--- src/rtl/program_loader_pkg.sv ---
// Shared types and constants for the instruction-memory program loader.
package program_loader_pkg;

  typedef enum logic [2:0] {
    S_LEN,
    S_DATA,
    S_CSUM,
    S_ACK,
    S_DONE
  } loader_state_t;

  localparam logic [7:0]  ACK_OK_DEFAULT  = 8'hAA;
  localparam logic [7:0]  ACK_ERR_DEFAULT = 8'h55;
  localparam int unsigned BYTE_CNT_W      = 2;

endpackage

--- src/rtl/word_assembler.sv ---
// Packs a little-endian byte stream into 32-bit words; word_done_o fires with the 4th byte.
module word_assembler
  import program_loader_pkg::*;
(
  input  logic        clk,
  input  logic        rstn,
  input  logic        clr_i,
  input  logic        byte_valid_i,
  input  logic [7:0]  byte_i,
  output logic [31:0] word_o,
  output logic        word_done_o
);

  logic [BYTE_CNT_W-1:0] cnt_q, cnt_d;
  logic [23:0]           low_q, low_d;

  always_comb begin
    cnt_d = cnt_q;
    low_d = low_q;
    if (clr_i) begin
      cnt_d = '0;
      low_d = '0;
    end else if (byte_valid_i) begin
      cnt_d = cnt_q + 1'b1;
      case (cnt_q)
        2'd0:    low_d[7:0]   = byte_i;
        2'd1:    low_d[15:8]  = byte_i;
        2'd2:    low_d[23:16] = byte_i;
        default: ;
      endcase
    end
  end

  always_ff @(posedge clk) begin
    if (!rstn) begin
      cnt_q <= '0;
      low_q <= '0;
    end else begin
      cnt_q <= cnt_d;
      low_q <= low_d;
    end
  end

  // Top byte bypasses the register so the full word is usable in the 4th-byte cycle.
  assign word_o      = {byte_i, low_q};
  assign word_done_o = byte_valid_i && !clr_i && (cnt_q == '1);

endmodule

--- src/rtl/program_loader.sv ---
// Program-load writer: length word, N data words to instruction memory, then an ack byte.
// Optional trailing XOR checksum byte enabled by defining LOADER_CHECKSUM_EN.
module program_loader
  import program_loader_pkg::*;
#(
  parameter logic [31:0]  BASE_ADDR = 32'd4,
  parameter int unsigned  MAX_WORDS = 23001,
  parameter logic [7:0]   ACK_OK    = ACK_OK_DEFAULT,
  parameter logic [7:0]   ACK_ERR   = ACK_ERR_DEFAULT
) (
  input  logic        clk,
  input  logic        rstn,
  input  logic        rx_valid,
  input  logic [7:0]  rx_data,
  input  logic        tx_ready,
  output logic        tx_valid,
  output logic [7:0]  tx_data,
  output logic [31:0] pro_addr,
  output logic [31:0] pro_data,
  output logic        memwrite,
  output logic        loaded,
  output logic        load_error
);

  loader_state_t state_q, state_d;
  logic [31:0]   remaining_q, remaining_d;
  logic [31:0]   word_idx_q, word_idx_d;
  logic [31:0]   addr_q, addr_d;
  logic [31:0]   data_q, data_d;
  logic          memwrite_q, memwrite_d;
  logic          tx_valid_q, tx_valid_d;
  logic [7:0]    tx_data_q, tx_data_d;
  logic          loaded_q, loaded_d;
  logic          error_q, error_d;
`ifdef LOADER_CHECKSUM_EN
  logic [7:0]    xor_q, xor_d;
`endif

  logic          asm_valid, asm_clr, asm_done;
  logic [31:0]   asm_word;
  logic          go_ack;

  assign asm_valid = rx_valid && ((state_q == S_LEN) || (state_q == S_DATA));
  assign asm_clr   = !((state_q == S_LEN) || (state_q == S_DATA));

  word_assembler u_asm (
    .clk          (clk),
    .rstn         (rstn),
    .clr_i        (asm_clr),
    .byte_valid_i (asm_valid),
    .byte_i       (rx_data),
    .word_o       (asm_word),
    .word_done_o  (asm_done)
  );

  always_comb begin
    state_d     = state_q;
    remaining_d = remaining_q;
    word_idx_d  = word_idx_q;
    addr_d      = addr_q;
    data_d      = data_q;
    memwrite_d  = 1'b0;
    tx_valid_d  = tx_valid_q;
    tx_data_d   = tx_data_q;
    loaded_d    = loaded_q;
    error_d     = error_q;
    go_ack      = 1'b0;
`ifdef LOADER_CHECKSUM_EN
    xor_d       = xor_q;
`endif

    // Address advances the cycle after its strobe; overflowed words never strobe.
    if (memwrite_q) begin
      addr_d = addr_q + 32'd4;
    end

    case (state_q)
      S_LEN: begin
        if (asm_done) begin
          remaining_d = asm_word;
          if (asm_word == 32'd0) begin
`ifdef LOADER_CHECKSUM_EN
            state_d = S_CSUM;
`else
            go_ack  = 1'b1;
`endif
          end else begin
            state_d = S_DATA;
          end
        end
      end
      S_DATA: begin
`ifdef LOADER_CHECKSUM_EN
        if (rx_valid) begin
          xor_d = xor_q ^ rx_data;
        end
`endif
        if (asm_done) begin
          if (word_idx_q < MAX_WORDS) begin
            memwrite_d = 1'b1;
            data_d     = asm_word;
            word_idx_d = word_idx_q + 32'd1;
          end else begin
            error_d    = 1'b1;
          end
          remaining_d = remaining_q - 32'd1;
          if (remaining_q == 32'd1) begin
`ifdef LOADER_CHECKSUM_EN
            state_d = S_CSUM;
`else
            go_ack  = 1'b1;
`endif
          end
        end
      end
`ifdef LOADER_CHECKSUM_EN
      S_CSUM: begin
        if (rx_valid) begin
          if (rx_data != xor_q) begin
            error_d = 1'b1;
          end
          go_ack = 1'b1;
        end
      end
`endif
      S_ACK: begin
        if (tx_valid_q && tx_ready) begin
          tx_valid_d = 1'b0;
          loaded_d   = 1'b1;
          state_d    = S_DONE;
        end
      end
      default: ;
    endcase

    // Ack byte reflects an error raised in the same cycle as the final word/checksum.
    if (go_ack) begin
      state_d    = S_ACK;
      tx_valid_d = 1'b1;
      tx_data_d  = error_d ? ACK_ERR : ACK_OK;
    end
  end

  always_ff @(posedge clk) begin
    if (!rstn) begin
      state_q     <= S_LEN;
      remaining_q <= '0;
      word_idx_q  <= '0;
      addr_q      <= BASE_ADDR;
      data_q      <= '0;
      memwrite_q  <= 1'b0;
      tx_valid_q  <= 1'b0;
      tx_data_q   <= '0;
      loaded_q    <= 1'b0;
      error_q     <= 1'b0;
`ifdef LOADER_CHECKSUM_EN
      xor_q       <= '0;
`endif
    end else begin
      state_q     <= state_d;
      remaining_q <= remaining_d;
      word_idx_q  <= word_idx_d;
      addr_q      <= addr_d;
      data_q      <= data_d;
      memwrite_q  <= memwrite_d;
      tx_valid_q  <= tx_valid_d;
      tx_data_q   <= tx_data_d;
      loaded_q    <= loaded_d;
      error_q     <= error_d;
`ifdef LOADER_CHECKSUM_EN
      xor_q       <= xor_d;
`endif
    end
  end

  assign tx_valid   = tx_valid_q;
  assign tx_data    = tx_data_q;
  assign pro_addr   = addr_q;
  assign pro_data   = data_q;
  assign memwrite   = memwrite_q;
  assign loaded     = loaded_q;
  assign load_error = error_q;

endmodule

--- config.mk ---
export PLATFORM = sky130hd
export DESIGN_NAME = program_loader
export DESIGN_NICKNAME = d
export VERILOG_FILES = /design/src/rtl/program_loader_pkg.sv /design/src/rtl/word_assembler.sv /design/src/rtl/program_loader.sv
export SDC_FILE = /design/constraint.sdc
export NUM_CORES = 1
export LEC_CHECK = 0
export ABC_AREA = 0
export CELL_PAD_IN_SITES_DETAIL_PLACEMENT = 2
export CELL_PAD_IN_SITES_GLOBAL_PLACEMENT = 2
export CORE_MARGIN = 4
export CORE_UTILIZATION = 35
export CTS_CLUSTER_SIZE = 14
export DETAILED_ROUTE_END_ITERATION = 8
export PLACE_DENSITY_LB_ADDON = 0.1
export SYNTH_ARGS = -nofsm -noshare
export SYNTH_HDL_FRONTEND = slang
export SYNTH_SLANG_ARGS = --single-unit
--- constraint.sdc ---
create_clock -name clk -period 7.14 [get_ports clk]
set_clock_uncertainty 0.05 [all_clocks]
set_input_delay 1.071 -clock clk [delete_from_list [all_inputs] [get_ports clk]]
set_output_delay 1.071 -clock clk [all_outputs]
set_load 0.1 [all_outputs]
* Word level (Yosys, flattened, before mapping)
Index checks and enable logic that the tools add are counted.
Widths: inputs -> output; s select.
** Storage, ports and cells
- Logic and storage cells :: 80
- Flip-flop bits (word level) :: 169
- Bits of input ports :: 12
** Operators by class
- Bitwise gates (word level) :: 1
- Equal/unequal tests :: 13
- Add/sub/neg operators :: 4
- $lt $le $gt $ge :: 1
- Muxes and demuxes :: 21
- Reductions and logical operators :: 25
** Operators with widths (number)
- $mux 32 :: 2
- $pmux 32 s2 :: 1
- $add 32x1->32 const B :: 1
- $add 32x3->32 const B :: 1
- $eq 32x1->1 const B :: 1
- $logic_not 32->1 :: 1
- $lt 32x15->1 const B :: 1
- $sub 32x1->32 const B :: 1
- $reduce_and 2->1 :: 6
- $mux 1 :: 11
- $mux 3 :: 3
- $ne 3x3->1 const B :: 3
- $reduce_and 3->1 :: 3
- $mux 8 :: 1
- $ne 2x2->1 const B :: 4
- $reduce_and 4->1 :: 2
- $reduce_bool 2->1 :: 4
- $pmux 3 s2 :: 1
- $eq 2x2->1 const B :: 2
- $logic_and 1x1->1 :: 4
- $eq 3x1->1 const B :: 1
- $eq 3x2->1 const B :: 1
- $logic_not 3->1 :: 1
- $reduce_bool 3->1 :: 1
- other kinds (8) :: 8

* Logic depth before layout (Yosys ltp)
- Word-level depth :: 9
- Depth in mapped cells :: 10
- Depth with buffers taken out :: 8

* Modules after synthesis
Synthesis repeated with hierarchy kept, for this count alone.
** Unflattened totals
- Cell total of the unflattened synthesis :: 899
- Area total of the unflattened synthesis :: 7678.6 µm²
** Modules (own cells, without submodules)
- program_loader :: cells each 765, times used 1, area each 6266.0 µm²
- word_assembler :: cells each 134, times used 1, area each 1412.6 µm²

* Least setup slack after synthesis
No wires, ideal clock.
- Path kind :: in2reg
- Start point :: input port rx_valid
- End point :: register tx_data_q[6] (netlist: tx_data[6])
- Buffers on the path :: 1
- Arrival time :: 2.904 ns
- Data required time :: 6.975 ns
- Stages on the path :: 7
- Slack :: 4.071 ns
- Cell sequence :: nor3b_1 nand2_1 clkbuf_1 nor2_1 a32oi_1 or3_1 and3_1
** Between the ends
- Longest elaborated chain between the ends :: 6
- Elaborated cells on any way between the ends :: 9
- Classes of those cells :: mux (6); reduce/logical (3)
** RTL lines
- start, declared :: line program_loader.sv:13 : input logic rx_valid,
- $logic_and 1x1->1 (*) :: line program_loader.sv:43 : assign asm_valid = rx_valid && ((state_q == S_LEN) || (state_q == S_DATA));
- $logic_and 1x1->1 (*) (2 in a row) :: line word_assembler.sv:46 : assign word_done_o = byte_valid_i && !clr_i && (cnt_q == '1);
- $mux 1 :: line program_loader.sv:98 : if (asm_done) begin
- $mux 1 :: line program_loader.sv:77 : case (state_q)
- $mux 8 :: line program_loader.sv:140 : tx_data_d = error_d ? ACK_ERR : ACK_OK;
- end signal, assigned :: line program_loader.sv:167 : tx_data_q <= tx_data_d;
- end, declared :: line program_loader.sv:32 : logic [7:0] tx_data_q, tx_data_d;
Mark *: on every way between the ends. The rest lies on a longest branch, timed or not.
A chain may end at the register's enable or synchronous reset.

* Worst setup path after layout
- Start point :: input port rx_valid
- End point :: register word_idx_q[11]
** Between the ends
- Longest elaborated chain between the ends :: 4
** RTL lines
- $logic_and 1x1->1 :: line program_loader.sv:43
- $logic_and 1x1->1 (2 in a row) :: line word_assembler.sv:46
- $reduce_and 3->1 (no source line)
- end signal, assigned :: line program_loader.sv:162 : word_idx_q <= word_idx_d;
- end, declared :: line program_loader.sv:27 : logic [31:0] word_idx_q, word_idx_d;
No other way between the ends.

==> results list <==
- The flow ran to the end, and the final reports show no timing, DRC or antenna violations.
* RR Endpoint: pro_data[11]
* Highest-delay cell along the critical path: sky130_fd_sc_hd__clkdlybuf4s50_1
- The number of global-route vias before repair is 7,294.
* End point of the worst hold path: pro_data[13]
- Number of buffers added on ports: 85
* Switching share of power: 26.2%
- In this run the deepest clock path goes through 2 buffers.
- The first detailed-routing pass ran for 5 iterations.
* Final core utilization: 44.0%
- Classification of the worst-slack hold path: reg -> reg
- Chip Width: 150 um
- Number of distinct standard cells referenced by the synthesized netlist: 60
- Buffers added to address setup during post-CTS repair amount to 0.
* Power density cells: 226 mW/mm^2
* Via count of the routed design: 6,725
- Crit. path cell count: 9
* Number of flops mapped to enable cells by yosys: 0
- Clk pwr share: between 40 and 50%
* TritonCTS clock tree: built
* Prevailing post-synth register cell: sky130_fd_sc_hd__dfxtp_1
* Post-detail-place hpwl: 16,800 um
- Max-cap violations in this run came to 0.
- Number of DRC violations after detailed routing: 0
- In this run the most critical hold path is launched from pro_data[13].
- The congestion estimate from routability-driven global placement came to 0.796.
- On the worst path, the slowest cell contributes a delay of 0.58 ns.
- The startpoint identified for the worst register-to-register timing path is u_asm.cnt_q[0].
- Placement row count: 51
* Net count reported at finish: ~950
- Placed cell count: 1,178
- Std-Cell Core Area: 0.0196 sq mm
- Data arrives at the worst endpoint at 4.17 ns.
- Number of nets still failing antenna checks after routing: 0
- VDD sags by at most between 0.1 and 0.15 mV.
- Highest fanout seen on the critical path: between 50 and 60
- 0 antenna diodes ended up in the layout.
- Net switching power: slightly above 0.0005 W
* Post-synthesis sequential element count: around 160
- OpenSTA, run right after detailed placement, puts the worst setup slack at about 2.8 ns.
- # fillers: ~2.2k
- Final cycle utilization of the critical path: 54.4%
- In the post-route analysis, the smallest setup slack over all paths is 3.26 ns.
- Sequential cells were found to cover 46.0% of the synthesized design area.
- The initial utilization of the core area, before any placement, comes to 35.8%.
* Setup repair after global routing missed its margin: no
* Count of placed standard cells in the final layout, fillers left out: 1,210
- Static leakage power: 2.93 nW
- Die H: 150 um
- Clk pin slew, worst setup/hold paths: 0.07 ns
- The worst register-to-register path has a setup slack of 3.83 ns.
- H-tree Lvls: 4
* Number of instances in the synthesized netlist: 873
- The die covers 0.0224 sq mm.
- Largest net degree at the start of global routing: a little under 100
- The detailed router finished its first iteration with 313 violations.
- Counting I/O delays and the setup requirement, the final critical path takes 3.88 ns.
- Type of the setup path with the least slack: in -> reg
- In this design, the largest share of critical-path delay is due to simple AND/OR/NAND/NOR gates.
* Worst slew margin: 24.5%
- Setup total negative slack on the finished layout was measured at 0 ns.
- Summed over all layers, the global routing overflow is 0.
* Area Growth Syn to Fin: 23.0%
* Source of the critical timing path: rx_valid
* Critical path buffer and inverter count: 3
- # hold bufs at CTS: 0
- Internal power comes to 0.00144 W.
* Wire length per cell: 20.1 um
* Portion of total power attributed to combinational logic: 5.8%
* Number of endpoints failing setup at the final stage: 0
* Post-synthesis average cell area: 8.03 sq um
* Proportion of layout cells with a drive suffix above 1: approximately 6.3%
* Top achievable clock speed: 0.257 GHz
- Sink Count: 161
* Endpoint required time on the critical path: ~7.4 ns
- Number of slew-limit violations in the final report: 0
- For the pin with the worst max-slew slack, the measured transition is 1.13 ns.
- Number of clock buffers inserted by TritonCTS: 17
- Counting stages on the worst path, the most repeated cell is sky130_fd_sc_hd__buf_4.
- Hold Fails Final Rpt: 0
* Series of cell instances along the critical path: clkdlybuf4s50_1 -> nor3b_1 -> nand2_1 -> buf_4 -> nor2_1 -> nand3_2 -> buf_4 -> or4_1 -> a21oi_1
- The tree is rooted in a sky130_fd_sc_hd__clkbuf_16.
* Clock network latency to the later pin of the worst-skew pair: around 0.43 ns
* Logic depth of the worst register-to-register path: 9
- Tot GR Track Use: 22.4%
- The number of antenna violations at the first check in global routing was 0.
* Post-CTS resize count: 0
* Count of pins on the block boundary: 88
- STA classifies the critical path startpoint as an input port.
- Along the worst hold path, the cell count comes to 2.
- For this run, asynchronously set or reset flops after synthesis account for 0%.
- Synthesis Warnings: 0
- Number of vias per cell after detailed routing: 5.56
- STA classifies the critical path endpoint as a flop.
* Detailed Route WL: 24,400 um
- First-pass GRT wire length: roughly 40,000 um
* Netlist Area Pre-Place: 0.00701 sq mm
* Reg power frac: 47.4%
[power groups by stage]
stage / Combinational [W] / Clock [W] / Sequential (W)
after floorplan: 0.0000755 / 0 / 0.000935
after global routing: 0.000126 / 0.000977 / 0.000923
after CTS: 0.000115 / 0.000932 / 0.000921
after global placement: 0.000107 / 0 / 0.000942
final: 0.000114 / 0.000910 / 0.000922
after detailed placement: 0.000113 / 0 / 0.000942
[per-stage QoR]
step                hold slack, ns  total power [W]  cell area, sq um
floorplan                    0.380          0.00101              7020
global placement             0.389          0.00105              8050
detailed placement           0.395          0.00106              8050
CTS                          0.405          0.00197              8630
global route                 0.424          0.00203              8630
finish                       0.403          0.00195              8630
[registers in the layout, indices dropped and copies added (netlist names)]
signal and flops:
state_q 3, tx_data 2, load_error 1, loaded 1, memwrite 1, remaining_q 32
pro_data 32, word_idx_q 32, u_asm.cnt_q 2, pro_addr 30, tx_valid 1, u_asm.low_q 24
[layout make-up]
class / count / area (sq um) / area share (%)
clock inverters: 14 / 144 / 1.67
repair buffers: 93 / 911 / 10.6
flip-flops and latches: 161 / 3220 / 37.4
well taps: 265 / 332 / 3.84
multi-input cells: 642 / 3520 / 40.8
clock buffers: 18 / 429 / 4.98
inverters: 17 / 63.8 / 0.740
[per-layer routing]
layer | vias up | GRT usage [%] | part of all wire (%)
met2 | 116 | 39.1 | 50
li1 | 3178 | - | -
met4 | 0 | 5.72 | 1.4
met5 | - | 0 | 0
met1 | 3407 | 29.1 | 45
met3 | 24 | 3.36 | 3.2
[cells in the final DEF (no fill, tap or decap), types with 7 or more instances in the layout]
master / n
sky130_fd_sc_hd__nand4_1: 18
sky130_fd_sc_hd__inv_1: 16
sky130_fd_sc_hd__nor3_1: 16
sky130_fd_sc_hd__o21ai_0: 33
sky130_fd_sc_hd__or4_1: 7
sky130_fd_sc_hd__clkbuf_16: 17
sky130_fd_sc_hd__dfxtp_1: 161
sky130_fd_sc_hd__o22ai_1: 8
sky130_fd_sc_hd__nand2_1: 167
sky130_fd_sc_hd__nor4_1: 22
sky130_fd_sc_hd__a21oi_1: 101
sky130_fd_sc_hd__nand3_1: 24
sky130_fd_sc_hd__xor2_1: 12
sky130_fd_sc_hd__a31oi_1: 9
sky130_fd_sc_hd__buf_4: 8
sky130_fd_sc_hd__clkdlybuf4s50_1: 85
sky130_fd_sc_hd__nor2_1: 70
sky130_fd_sc_hd__xnor2_1: 12
sky130_fd_sc_hd__a22oi_1: 13
sky130_fd_sc_hd__ha_1: 9
sky130_fd_sc_hd__or3_1: 19
sky130_fd_sc_hd__and2_1: 24
[worst reg2reg max path, delay by kind of cell, from the launching register on]
kind | cells | cell delay [ns]
adder cells (fa/ha/maj) | 1 | 0.20
AO/OA/AOI/OAI | 1 | 0.18
flip-flops | 1 | 0.41
AND/OR/NAND/NOR | 5 | 1.86
buffers and inverters | 2 | 0.53
[synthesized netlist by cell type, drive strengths merged (12+ instances only)]
cell | count | area (sq um)
or3 | 23 | 153
xnor2 | 12 | 105
and2 | 24 | 150
nand3 | 25 | 125
nand2 | 167 | 627
o21ai | 33 | 165
nand4 | 18 | 113
nor4 | 23 | 150
inv | 17 | 63.8
nor2 | 70 | 263
xor2 | 12 | 105
dfxtp | 161 | 3220
a22oi | 13 | 97.6
a21oi | 101 | 505
nor3 | 16 | 80.1
clkbuf | 43 | 161
[worst max path at each step]
stage	slack, ns	endpoint
final	3.26	word_idx_q[11]
after global routing	2.95	word_idx_q[1]
after CTS	3.22	pro_data[11]
after detailed placement	2.84	pro_data[26]
after global placement	3.03	word_idx_q[7]
after floorplan	4.07	tx_data[6]
[cells by family after synthesis]
family,share of synthesized area [%]
AOI/OAI and AO/OA,16.8
xor gates and xnor gates,3.00
adders and majority gates,1.61
buffers and inverters,4.23
DFF,46.0
muxes,0.589
other,0.0535
and+or+nand+nor,27.8
(Power assumes the default switching activity.)
==> RTL change 1: new RTL, same settings <==
The option `LOADER_CHECKSUM_EN` is turned on by a define.
--- a/src/rtl/program_loader.sv
+++ b/src/rtl/program_loader.sv
@@ -1,5 +1,7 @@
 // Program-load writer: length word, N data words to instruction memory, then an ack byte.
 // Optional trailing XOR checksum byte enabled by defining LOADER_CHECKSUM_EN.
+`define LOADER_CHECKSUM_EN
+
 module program_loader
   import program_loader_pkg::*;
 #(
Function: changed (a bounded check fails within 10 cycles, from zero or initial values and one cycle with rstn low).
==> RTL change 1 against the original RTL <==
- area after synthesis rose by 9.5%
- wire length up 9.7%
- sequential cell count increased by 8
- critical path depth down 1
- core utilization shrank 0.63 points
- combinational power increased by 9.6%
- register-to-register slack better by 0.42 ns
- die area is 9.0% higher
- final area up 7.1%
- worst setup slack improved by 0.20 ns
- total power up 4.0%
- first-iteration DRC count increased by 8.6%
- critical path type unchanged
- critical endpoint is now word_idx_q[10]$_SDFFE_PN0P_
- largest cell class unchanged
- largest power group unchanged
- highest routed layer unchanged
==> RTL change 1: results (changes against the original RTL) <==
- Post-synth cell types: 65 (+8.3%)
- Vias in the first global route: 7543 (+3.4%)
- Initial antenna violation count: 0 (unchanged)
- Hpwl dp: 18600 µm (+11%)
- Max transition margin: 29.8% (+5.3 points)
- Layout net count: 999 (+4.8%)
- Sequential area share after synthesis: 44.0% (-1.9 points)
- P_leak: 3.24 nW (+11%)
- Arr. time, crit path: 3.95 ns (-0.22 ns)
- Port buffer count: 85 (unchanged)
- WL final: 26700 µm (+9.7%)
- Maximum clock insertion buffer count: 2 (unchanged)
- Clk Latency, worst-skew pair: 0.44 ns
- CTS resizes: 0 (unchanged)
- DR pass1 iterations: 4 (-1)
- Synth top cells by count: dfxtp_1, nand2_1, a21oi_1
- First-pass GRT wire length: 42500 µm (+5.6%)
- DR iter-0 viols: 340 (+8.6%)
- Hold/Removal Path Class: reg2reg
- Crit-path max FO: 30 (-42%)
- Top cells by area, synth: dfxtp_1, nand2_1, a21oi_1
- Root Driver: clkbuf_16
- Status: finished, final reports clean
- Setup Fix Bufs, Post-CTS: 0 (unchanged)
- Global-route usage over all layers: 21.9% (-0.50 points)
- Share of layout cells above drive strength 1: 6.16% (-0.19 points)
- Global placement routability congestion: 0.806 (+1.2%)
- Clk slew on worst S/H paths: 0.07 ns (about the same)
- Antenna diodes: 0 (unchanged)
- Asr flop ratio synth: 0% (unchanged)
- Htree depth: 4 (unchanged)
- Via Count: 7136 (+6.1%)
- Synth warnings: 0 (unchanged)
- VDD IR max: 0.142 mV (-2.8%)
- CTS buffer count: 17 (unchanged)
- Final Max Tran Viols: 0 (unchanged)
- Largest net degree at the start of global routing: 78 (-20%)
RTL change 1: where the power goes:
part | switching (mW) | internal, mW
sequential | 0.0158 | 0.952
clock | 0.430 | 0.500
combinational | 0.0860 | 0.0394
RTL change 1: worst max-delay path: stages:
cell and delay (ns):
clkdlybuf4s50_1 0.76, nor4bb_4 0.28, buf_4 0.36, and4_1 0.27
o211a_1 0.42, buf_4 0.43, nand4_1 0.18, mux2i_1 0.15
RTL change 1: path summary, 6_finish.rpt:
check | start | cells after the start | end | slack [ns]
setup reg to reg | u_asm.cnt_q[0]$_SDFFE_PN0P_ | 8 | word_idx_q[10]$_SDFFE_PN0P_ | 4.25
hold reg to reg | pro_data[28]$_SDFFE_PN0P_ | 2 | pro_data[28]$_SDFFE_PN0P_ | 0.40
setup / recovery | rx_valid | 8 | word_idx_q[10]$_SDFFE_PN0P_ | 3.46
hold / removal | pro_data[28]$_SDFFE_PN0P_ | 2 | pro_data[28]$_SDFFE_PN0P_ | 0.40
RTL change 1: layout make-up:
class                   instances  area [µm²]
multi-input cells             679        3960
clock inverters                13         134
clock buffers                  19         443
fillers                      2362       12000
flip-flops and latches        169        3380
inverters                      17        63.8
repair buffers                 94         913
well taps                     275         344
RTL change 1: metrics by stage:
| step | power, mW | instance area, µm² | instances | util (%) | setup WS, ns |
|---|---|---|---|---|---|
| after floorplan | 1.07 | 7690 | 935 | - | 4.59 |
| after global placement | 1.11 | 8660 | 1234 | 40.7 | 3.15 |
| after detailed placement | 1.11 | 8660 | 1234 | 40.7 | 3.03 |
| after CTS | 2.04 | 9240 | 1266 | 43.4 | 3.45 |
| after global routing | 2.09 | 9240 | 1266 | 43.4 | 3.26 |
| final | 2.02 | 9240 | 1266 | 43.4 | 3.46 |
RTL change 1: routing by layer:
metal	global-route usage (%)	routed length, µm	share of wire, %
met5	0	0	0
met4	5.12	337	1.3
met3	3.25	837	3.1
met2	40.5	14000	53
met1	26.7	11500	43
RTL change 1: cells by family (layout without fill, tap and decap cells):
logic type,count (synthesis),count (layout),synth area share [%]
buf+inv,87,143,4.76
mux,19,19,2.48
compound gates,176,176,14.1
fa+ha+maj,9,9,1.47
flops,169,169,44.0
other cells,1,2,0.0488
xor+xnor,42,42,4.79
simple gates,431,431,28.3
==> RTL change 2: new RTL, same settings <==
Made on the original files. Encoding of `loader_state_t`: now one-hot (5 bits for 5 states).
--- a/src/rtl/program_loader_pkg.sv
+++ b/src/rtl/program_loader_pkg.sv
@@ -1,12 +1,12 @@
 // Shared types and constants for the instruction-memory program loader.
 package program_loader_pkg;
 
-  typedef enum logic [2:0] {
-    S_LEN,
-    S_DATA,
-    S_CSUM,
-    S_ACK,
-    S_DONE
+  typedef enum logic [4:0] {
+    S_LEN  = 5'b00001,
+    S_DATA = 5'b00010,
+    S_CSUM = 5'b00100,
+    S_ACK  = 5'b01000,
+    S_DONE = 5'b10000
   } loader_state_t;
 
   localparam logic [7:0]  ACK_OK_DEFAULT  = 8'hAA;
Formal check against the unedited RTL: no difference found for any inputs over 10 cycles, from zero or initial values and one cycle with rstn low; not proved beyond that.
==> RTL change 2 against the original RTL <==
- hold slack better by 0.0096 ns
- global-route usage is 0.35 points lower
- wire length is 0.46% higher
- final area up 1.8%
- via count decreased by 3.5%
- area after synthesis is 2.6% higher
- sequential cell count increased by 1
- total power increased by 0.82%
- count of clock-buffer cells in the layout stayed put
- worst setup slack better by 0.20 ns
- sequential power grew 1%
==> RTL change 2: results (changes against the original RTL) <==
- Status: finished, final reports clean
- Slew at the pin closest to its max-slew limit: 1.21 ns (+0.0762 ns)
- Cells after DPL: 1166 (-1.0%)
- Routed wl met3: 1060 µm (+36%)
- WL final: 24500 µm (+0.46%)
- DR iter-0 viols: 284 (-9.3%)
- Met2 Track Usage GR: 37.5% (-1.6 points)
- Avg Cell Area, Syn: 8.42 µm² (+4.8%)
- Crit-path max FO: 32 (-38%)
- Layout net count: 936 (-1.8%)
- Met1 WL: 11100 µm (+0.63%)
- Clk Latency, worst-skew pair: 0.43 ns (about the same)
- Pre-CTS WS: 2.98 ns (+0.135 ns)
- Post-synth cell types: 59 (-1.7%)
- First-pass GRT wire length: 39700 µm (-1.3%)
- Hold path startpoint: pro_data[12]$_SDFFE_PN0P_
- P_leak: 3.20 nW (+9.3%)
- Hpwl dp: 16900 µm (+0.79%)
- VDD IR max: 0.165 mV (+13%)
- End point of the worst hold path: pro_data[12]$_SDFFE_PN0P_
- Met3 track demand over resource: 3.86% (+0.50 points)
- Synth Area in Adders: 1.56% (-0.041 points)
- Crit-path slowest cell: and2_1
- Reg2Reg Depth: 6 (-3)
- Met1 Use GR: 29.2% (+0.11 points)
- Avg Vias per Cell: 5.42 (-2.5%)
- Fillers: 2222 (+1.5%)
- Placed Area: 0.00821 mm² (+1.9%)
- Global-route usage over all layers: 22.1% (-0.35 points)
- Global placement routability congestion: 0.790 (-0.74%)
- Worst R2R Setup Slack: 4.12 ns (+0.29 ns)
- Xor/xnor share of the synthesized area: 5.46% (+2.5 points)
- Synth top cells by count: dfxtp_1, nand2_1, nor2_1
- Worst r2r src: word_idx_q[16]$_SDFFE_PN0P_
- R2r endpoint: pro_data[9]$_SDFFE_PN0P_
- Arr. time, crit path: 3.98 ns (-0.19 ns)
- Synth Area in Compound Gates: 11.6% (-5.1 points)
- CP max stage delay: 0.97 ns (+0.39 ns)
- Via Count: 6490 (-3.5%)
- Largest net degree at the start of global routing: 50 (-49%)
- WL met2: 12000 µm (-1.7%)
- Min Hold Slack: 0.412 ns (+0.00956 ns)
- Top cells by area, synth: dfxtp_1, nand2_1, nor2_1
- F_max: 0.271 GHz (+5.4%)
-- RTL change 2: cell types whose count changed after synthesis, moves of 6 or more --
cell,delta
xnor2_1,+14
inv_1,-7
clkbuf_1,-9
mux2i_1,+26
a21oi_1,-38
a22oi_1,-8
nor2_1,+44
buf_2,+6
or3_1,-13
nand2_1,-44
-- RTL change 2: how the worst max path moves through the flow --
stage / end / depth (start not counted) / from
global route: pro_data[9]$_SDFFE_PN0P_ / 7 / rx_valid
finish: pro_data[9]$_SDFFE_PN0P_ / 7 / rx_valid
detailed placement: pro_data[9]$_SDFFE_PN0P_ / 7 / rx_valid
CTS: pro_data[9]$_SDFFE_PN0P_ / 7 / rx_valid
floorplan: pro_addr[22]$_SDFFE_PN0P_ / 7 / pro_addr[2]$_SDFFE_PN1P_
global placement: pro_data[6]$_SDFFE_PN0P_ / 7 / rx_valid
-- RTL change 2: report_power, final --
group          leakage (nW)  total [mW]  switching [mW]  internal (mW)
sequential             1.31       0.932          0.0184          0.914
clock                 0.277       0.907           0.415          0.492
combinational          1.62       0.122          0.0795         0.0423
-- RTL change 2: area by class of cell --
cell class | instances | area, µm² | share of cell area, %
Multi-Input combinational cell | 633 | 3690 | 42.0
Sequential cell | 162 | 3240 | 36.9
Timing Repair Buffer | 91 | 896 | 10.2
Clock buffer | 18 | 429 | 4.89
Tap cell | 270 | 338 | 3.85
Clock inverter | 14 | 145 | 1.65
Inverter | 10 | 37.5 | 0.428
-- RTL change 2: worst register-to-register path, stage by stage (launching register included) --
cell and delay [ns]:
dfxtp_1 0.32, nor4_1 0.54, nand2_1 0.13, a211oi_1 0.50, and2_1 1.01, nand2_1 0.16
a21oi_1 0.22
